File: config.mk
export PLATFORM = sky130hd
export DESIGN_NAME = inst_fetch_unit
export DESIGN_NICKNAME = d
export VERILOG_FILES = /design/src/rtl/inst_fetch_unit.sv
export SDC_FILE = /design/constraint.sdc
export NUM_CORES = 1
export LEC_CHECK = 0
export CAP_MARGIN = 20
export CORE_ASPECT_RATIO = 1.4
export CORE_MARGIN = 4
export CORE_UTILIZATION = 35
export CTS_CLUSTER_DIAMETER = 50
export CTS_CLUSTER_SIZE = 20
export DETAILED_ROUTE_END_ITERATION = 16
export PLACE_DENSITY = 0.68
export SLEW_MARGIN = 20
export SYNTH_ARGS = -nofsm -noshare
export SYNTH_HDL_FRONTEND = slang
export SYNTH_SLANG_ARGS = --single-unit
File: constraint.sdc
create_clock -name clk -period 4.4 [get_ports clk]
set_input_delay 0.88 -clock clk [delete_from_list [all_inputs] [get_ports clk]]
set_output_delay 0.88 -clock clk [all_outputs]
set_load 0.02 [all_outputs]
File: src/rtl/inst_fetch_unit.sv
// IF stage: owns the PC, fetches from instruction memory and registers the IF/ID payload.
// Define INST_FETCH_BPRED_EN to enable the 2-bit BHT predictor for conditional branches.
module inst_fetch_unit #(
  parameter logic [31:0] RESET_PC    = 32'h0000_0000,
  parameter int unsigned BHT_ENTRIES = 64
) (
  input  logic        clk,
  input  logic        rst,
  input  logic        stall,
  output logic [31:0] imem_addr,
  input  logic [31:0] imem_data,
  input  logic        id_force_jump,
  input  logic [31:0] id_next_pc,
  input  logic        ex_branch_valid,
  input  logic [31:0] ex_branch_pc,
  input  logic        ex_branch_taken,
  input  logic        ex_branch_pred,
  input  logic [31:0] ex_branch_target,
  output logic [31:0] if_inst,
  output logic [31:0] if_pc,
  output logic        if_branch_taken,
  output logic        id_flush
);

  logic [31:0] pc_q, pc_d, pc_plus4;
  logic [31:0] inst_q, inst_d;
  logic [31:0] ipc_q, ipc_d;
  logic        taken_q, taken_d;
  logic        mispredict;
  logic        pred_taken;
  logic [31:0] pred_target;

  assign pc_plus4   = pc_q + 32'd4;
  assign mispredict = ex_branch_valid && (ex_branch_taken != ex_branch_pred);

`ifdef INST_FETCH_BPRED_EN
  localparam int unsigned IdxW = $clog2(BHT_ENTRIES);

  logic [1:0]      bht_q [BHT_ENTRIES];
  logic [IdxW-1:0] rd_idx, wr_idx;
  logic [5:0]      opcode;
  logic            is_cond_br;

  assign opcode      = imem_data[31:26];
  assign is_cond_br  = (opcode == 6'd1) || ((opcode >= 6'd4) && (opcode <= 6'd7));
  assign rd_idx      = pc_q[IdxW+1:2];
  assign wr_idx      = ex_branch_pc[IdxW+1:2];
  assign pred_taken  = bht_q[rd_idx][1] & is_cond_br;
  assign pred_target = pc_plus4 + {{14{imem_data[15]}}, imem_data[15:0], 2'b00};

  // Training ignores stall; the lookup above reads the pre-update value.
  always_ff @(posedge clk or posedge rst) begin
    if (rst) begin
      for (int i = 0; i < int'(BHT_ENTRIES); i++) begin
        bht_q[i] <= 2'b01;
      end
    end else if (ex_branch_valid) begin
      if (ex_branch_taken && (bht_q[wr_idx] != 2'b11)) begin
        bht_q[wr_idx] <= bht_q[wr_idx] + 2'd1;
      end else if (!ex_branch_taken && (bht_q[wr_idx] != 2'b00)) begin
        bht_q[wr_idx] <= bht_q[wr_idx] - 2'd1;
      end
    end
  end
`else
  assign pred_taken  = 1'b0;
  assign pred_target = pc_plus4;
`endif

  always_comb begin
    pc_d    = pc_q;
    inst_d  = inst_q;
    ipc_d   = ipc_q;
    taken_d = taken_q;
    if (mispredict) begin
      pc_d    = ex_branch_taken ? ex_branch_target : ex_branch_pc + 32'd4;
      inst_d  = '0;
      ipc_d   = '0;
      taken_d = 1'b0;
    end else if (stall) begin
      pc_d = pc_q;
    end else if (id_force_jump) begin
      // No delay slot: the word fetched behind the jump is dropped.
      pc_d    = id_next_pc;
      inst_d  = '0;
      ipc_d   = '0;
      taken_d = 1'b0;
    end else begin
      pc_d    = pred_taken ? pred_target : pc_plus4;
      inst_d  = imem_data;
      ipc_d   = pc_q;
      taken_d = pred_taken;
    end
  end

  always_ff @(posedge clk or posedge rst) begin
    if (rst) begin
      pc_q    <= RESET_PC;
      inst_q  <= '0;
      ipc_q   <= '0;
      taken_q <= 1'b0;
    end else begin
      pc_q    <= pc_d;
      inst_q  <= inst_d;
      ipc_q   <= ipc_d;
      taken_q <= taken_d;
    end
  end

  assign imem_addr       = pc_q;
  assign if_inst         = inst_q;
  assign if_pc           = ipc_q;
  assign if_branch_taken = taken_q;
  assign id_flush        = mispredict;

endmodule

# ---- Word-level counts from Yosys, hierarchy flattened
# Cells that the tools add are included.
# Widths: inputs -> output; s select.
dict set report word_totals {
  out_inout_bits 98
  register_bits 97
  word_cells 21
}
dict set report classes {
  reduce_logical 1
  eq_ne 2
  mux 12
  n_addsub 2
}
# cell n
set op_table {}
lappend op_table {{$mux 32} 10}
lappend op_table {{$add 32x3->32 const B} 2}
lappend op_table {{$mux 1} 2}
lappend op_table {{$ne 2x1->1 const B} 1}
lappend op_table {{$logic_and 1x1->1} 1}
lappend op_table {{$ne 1x1->1} 1}

# ---- Longest topological paths before layout
dict set report logic_depth {
  word_depth 4
  mapped_depth 9
}

# ---- Worst setup path before layout
# OpenSTA, ideal clock, no wires.
dict set report synth_timing {
  kind {input port to output port}
  startpoint {input ex_branch_taken}
  endpoint {output id_flush}
  arrival_time_ns 2.006
  path_buffers 4
  setup_slack_ns 1.514
  path_stages 7
  path_cell_list {buf_2 xor2_1 nand2_1 inv_1 buf_2 buf_2 buf_2}
}
dict set report synth_between {
  elab_chain_cells 2
}
# item line_no
set synth_rtl {}
lappend synth_rtl {{start, declared} 16} ;# input logic ex_branch_taken,
lappend synth_rtl {{$ne 1x1->1} 34} ;# assign mispredict = ex_branch_valid && (ex_branch_taken != ex_branch_pred);
lappend synth_rtl {{$logic_and 1x1->1} 34}
lappend synth_rtl {{end, declared} 22} ;# output logic id_flush
# No other way between the ends.

# ---- Worst setup path in the final report
dict set report layout_timing {
  startpoint {input ex_branch_pred}
  endpoint {output id_flush}
}
dict set report layout_between {
  elab_chain_cells 2
}
# item line_no
set layout_rtl {}
lappend layout_rtl {{start, declared} 17} ;# input logic ex_branch_pred,
lappend layout_rtl {{$ne 1x1->1} 34}
lappend layout_rtl {{$logic_and 1x1->1} 34}
# No other way between the ends.

==> impl_metrics.ini <==
[timing]
relSlewSlack = 0.317
fin_tns_setup_ns = 0
finalCriticalPeriod_ns = 3.26
report.final.slew_viol_count = 0
finalCritPeriodShare = 0.740
fin_ws_ns = 1.14
tightest_slew_ns = 1.02
clock_skew_ns = 0.00976
hold_viol = 0
max_freq_ghz = 0.307
rsz0062_at_grt = false
setup_viol = 0

[routing]
vias = 5657
drt-total-wl_um = 20300
dr.pass1.iters = 5
wl_per_cell_um = 20.4
antenna_left = 0
drt_iter0_drc = 707
vias_per_cell = 5.71
drc = 0

[setup_path]
end_kind = primary output
startpoint_type = primary input
rr_worst_depth = 7
cp.arrival_ns = 2.38
critPathMaxFanout = 3
r2r-end = imem_addr[28]$_DFFE_PP0P_
crit_path_start = ex_branch_pred
cp_data_required_time_ns = 3.52
crit_type = primary input to primary output
rr_startpoint = imem_addr[2]$_DFFE_PP0P_
reg2reg_setup_slack_ns = 1.78
crit_path_end = id_flush

[logic_synthesis]
synthCells = 585
synth_area_leader_cell = dfrtp_1
netlist_area_um2 = 5470
synth_area_leaders = dfrtp_1, a22o_1, nand3_1
synthFlopType = dfrtp_1
synth_enable_flop_cells = 0
async_reset_ff_frac = 1.00
synthDistinctLibCells = 58
syn_nets = 722
syn_avg_cell_area_um2 = 9.35
synth_top_area_share = 0.439
ys_seq_elements = 96
seq_area_frac_synth = 0.439
synth_warnings = 0

[floorplanning]
ios = 233
die_x_um = 114
core_region_area_um2 = 15200
start_util = 0.360
die-area_um2 = 17700
dieHeight_um = 156
num_rows = 53

[clock_network]
ctsHoldBuffers = 0
cts.sinks = 96
h-tree-depth = 3
root_buffer = clkbuf_16
cts_resized = 0
clock_latency_ns = 0.34
numCtsBuffers = 9
postCtsSetupBuffers = 0
cts.path.max_buffers = 2
clk_pin_slew_worst_paths_ns = 0.06
cts_tree = built

[placement]
placedCellCount = 974
hpwl_um = 15400
globalplace.congestion = 0.890
port_buffers = 231
place_ws_ns = 1.16

[power]
p_per_area_nw_per_um2 = 334
vdd_drop_max_uv = 217
power.leakage_nw = 3.33

[finish]
nets = 930
drive_gt1_frac = 0.0514
area.growth.synth_to_final_pct = 50.0
final_core_util = 0.540
layoutNonFillerInstCount = 991

[grt]
grt_usage = 0.225
gr-total-overflow = 0
grt_max_degree = 70
grt_pass1_vias = 5738
grt_pass1_wl_um = 31700
antenna_found_initial = 1

[hold_path]
hold_class = register to register
holdPathStages = 1

[status]
status = completed

[flow_run]
drv_cap = 0
==> where the power goes <==
group | switching (mW) | internal (mW)
registers | 0.147 | 0.986
logic | 0.439 | 0.437
clock network | 0.346 | 0.386
==> logic make-up after synthesis <==
logic type,share of synthesized area
DFF,0.439
xor gates and xnor gates,0.0464
muxes,0.0263
and+or+nand+nor,0.183
adders and majority gates,0.00457
other,0.000686
buffers and inverters,0.0444
AOI/OAI and AO/OA,0.256
==> synth_stat cells (all sizes together), types with 2 or more instances <==
master and instances:
and4 4, mux2i 11, a221oi 6, o221ai 9, a22o 63, xnor2 17
nand3 36, ha 2, o311ai 3, buf 25, a31oi 9, nor2 44
mux2 3, a211o 3, inv 13, o21a 2, clkbuf 20, nand4 16
nand2 44, nor3 13, o22ai 13, nor2b 3, a21oi 25, nand2b 3
dfrtp 96, and2 3, a211oi 8, a22oi 4, nor4b 2, o21ai 28
xor2 12, o21bai 3, and3 16, o211ai 6, nor4 7, o31ai 2
a21o 3
==> area by class of cell <==
type | instances | area [um2]
antenna | 1 | 2.50
clock buffer | 10 | 229
clock inverter | 6 | 45.0
fill | 1361 | 6980
inverter | 13 | 51.3
multi-input combinational | 431 | 2840
sequential | 96 | 2400
tap | 192 | 240
timing repair buffer | 242 | 2390
==> sequential cells by signal, indices dropped and copies added, names as in the netlist <==
name	flops
if_inst	32
if_pc	32
imem_addr	32
==> critical path, stage by stage <==
cell,delay [ns]
clkdlybuf4s50_1,0.56
xor2_1,0.17
nand2_1,0.08
inv_1,0.08
clkdlybuf4s50_1,0.61
==> per-stage QoR <==
stage	total power, mW	instance area (um2)	hold WS, ns
after floorplan	1.54	5470	0.626
after global placement	2.01	7930	0.488
after detailed placement	2.02	7930	0.491
after CTS	2.76	8200	0.511
after global routing	2.87	8200	0.518
final	2.74	8200	0.506
==> cells in the final DEF, fill, tap and decap left out, types with 16 or more instances in the layout <==
| master | instances |
|---|---|
| clkdlybuf4s50_1 | 231 |
| dfrtp_1 | 96 |
| a21oi_1 | 25 |
| xnor2_1 | 17 |
| nand3_1 | 35 |
| a22o_1 | 63 |
| o21ai_0 | 27 |
| nand2_1 | 44 |
| and3_1 | 16 |
| nor2_1 | 43 |
==> worst min-delay path by stage <==
stage / end / slack [ns] / start
after floorplan: if_inst[15]$_DFFE_PP0P_ / 0.63 / if_inst[15]$_DFFE_PP0P_
after global placement: if_inst[15]$_DFFE_PP0P_ / 0.49 / if_inst[15]$_DFFE_PP0P_
after detailed placement: if_inst[23]$_DFFE_PP0P_ / 0.49 / if_inst[23]$_DFFE_PP0P_
after CTS: if_pc[14]$_DFFE_PP0P_ / 0.51 / if_pc[14]$_DFFE_PP0P_
after global routing: if_inst[8]$_DFFE_PP0P_ / 0.52 / if_inst[8]$_DFFE_PP0P_
final: if_pc[12]$_DFFE_PP0P_ / 0.51 / if_pc[12]$_DFFE_PP0P_
==> per-layer routing <==
metal	GRT usage	part of all wire	vias to the layer above
met5	0	0	-
met4	0.0710	0.023	0
met3	0.0365	0.061	30
met2	0.389	0.52	258
met1	0.287	0.40	2747
li1	-	-	2622
No activity file was read; power rests on OpenSTA's default activity.
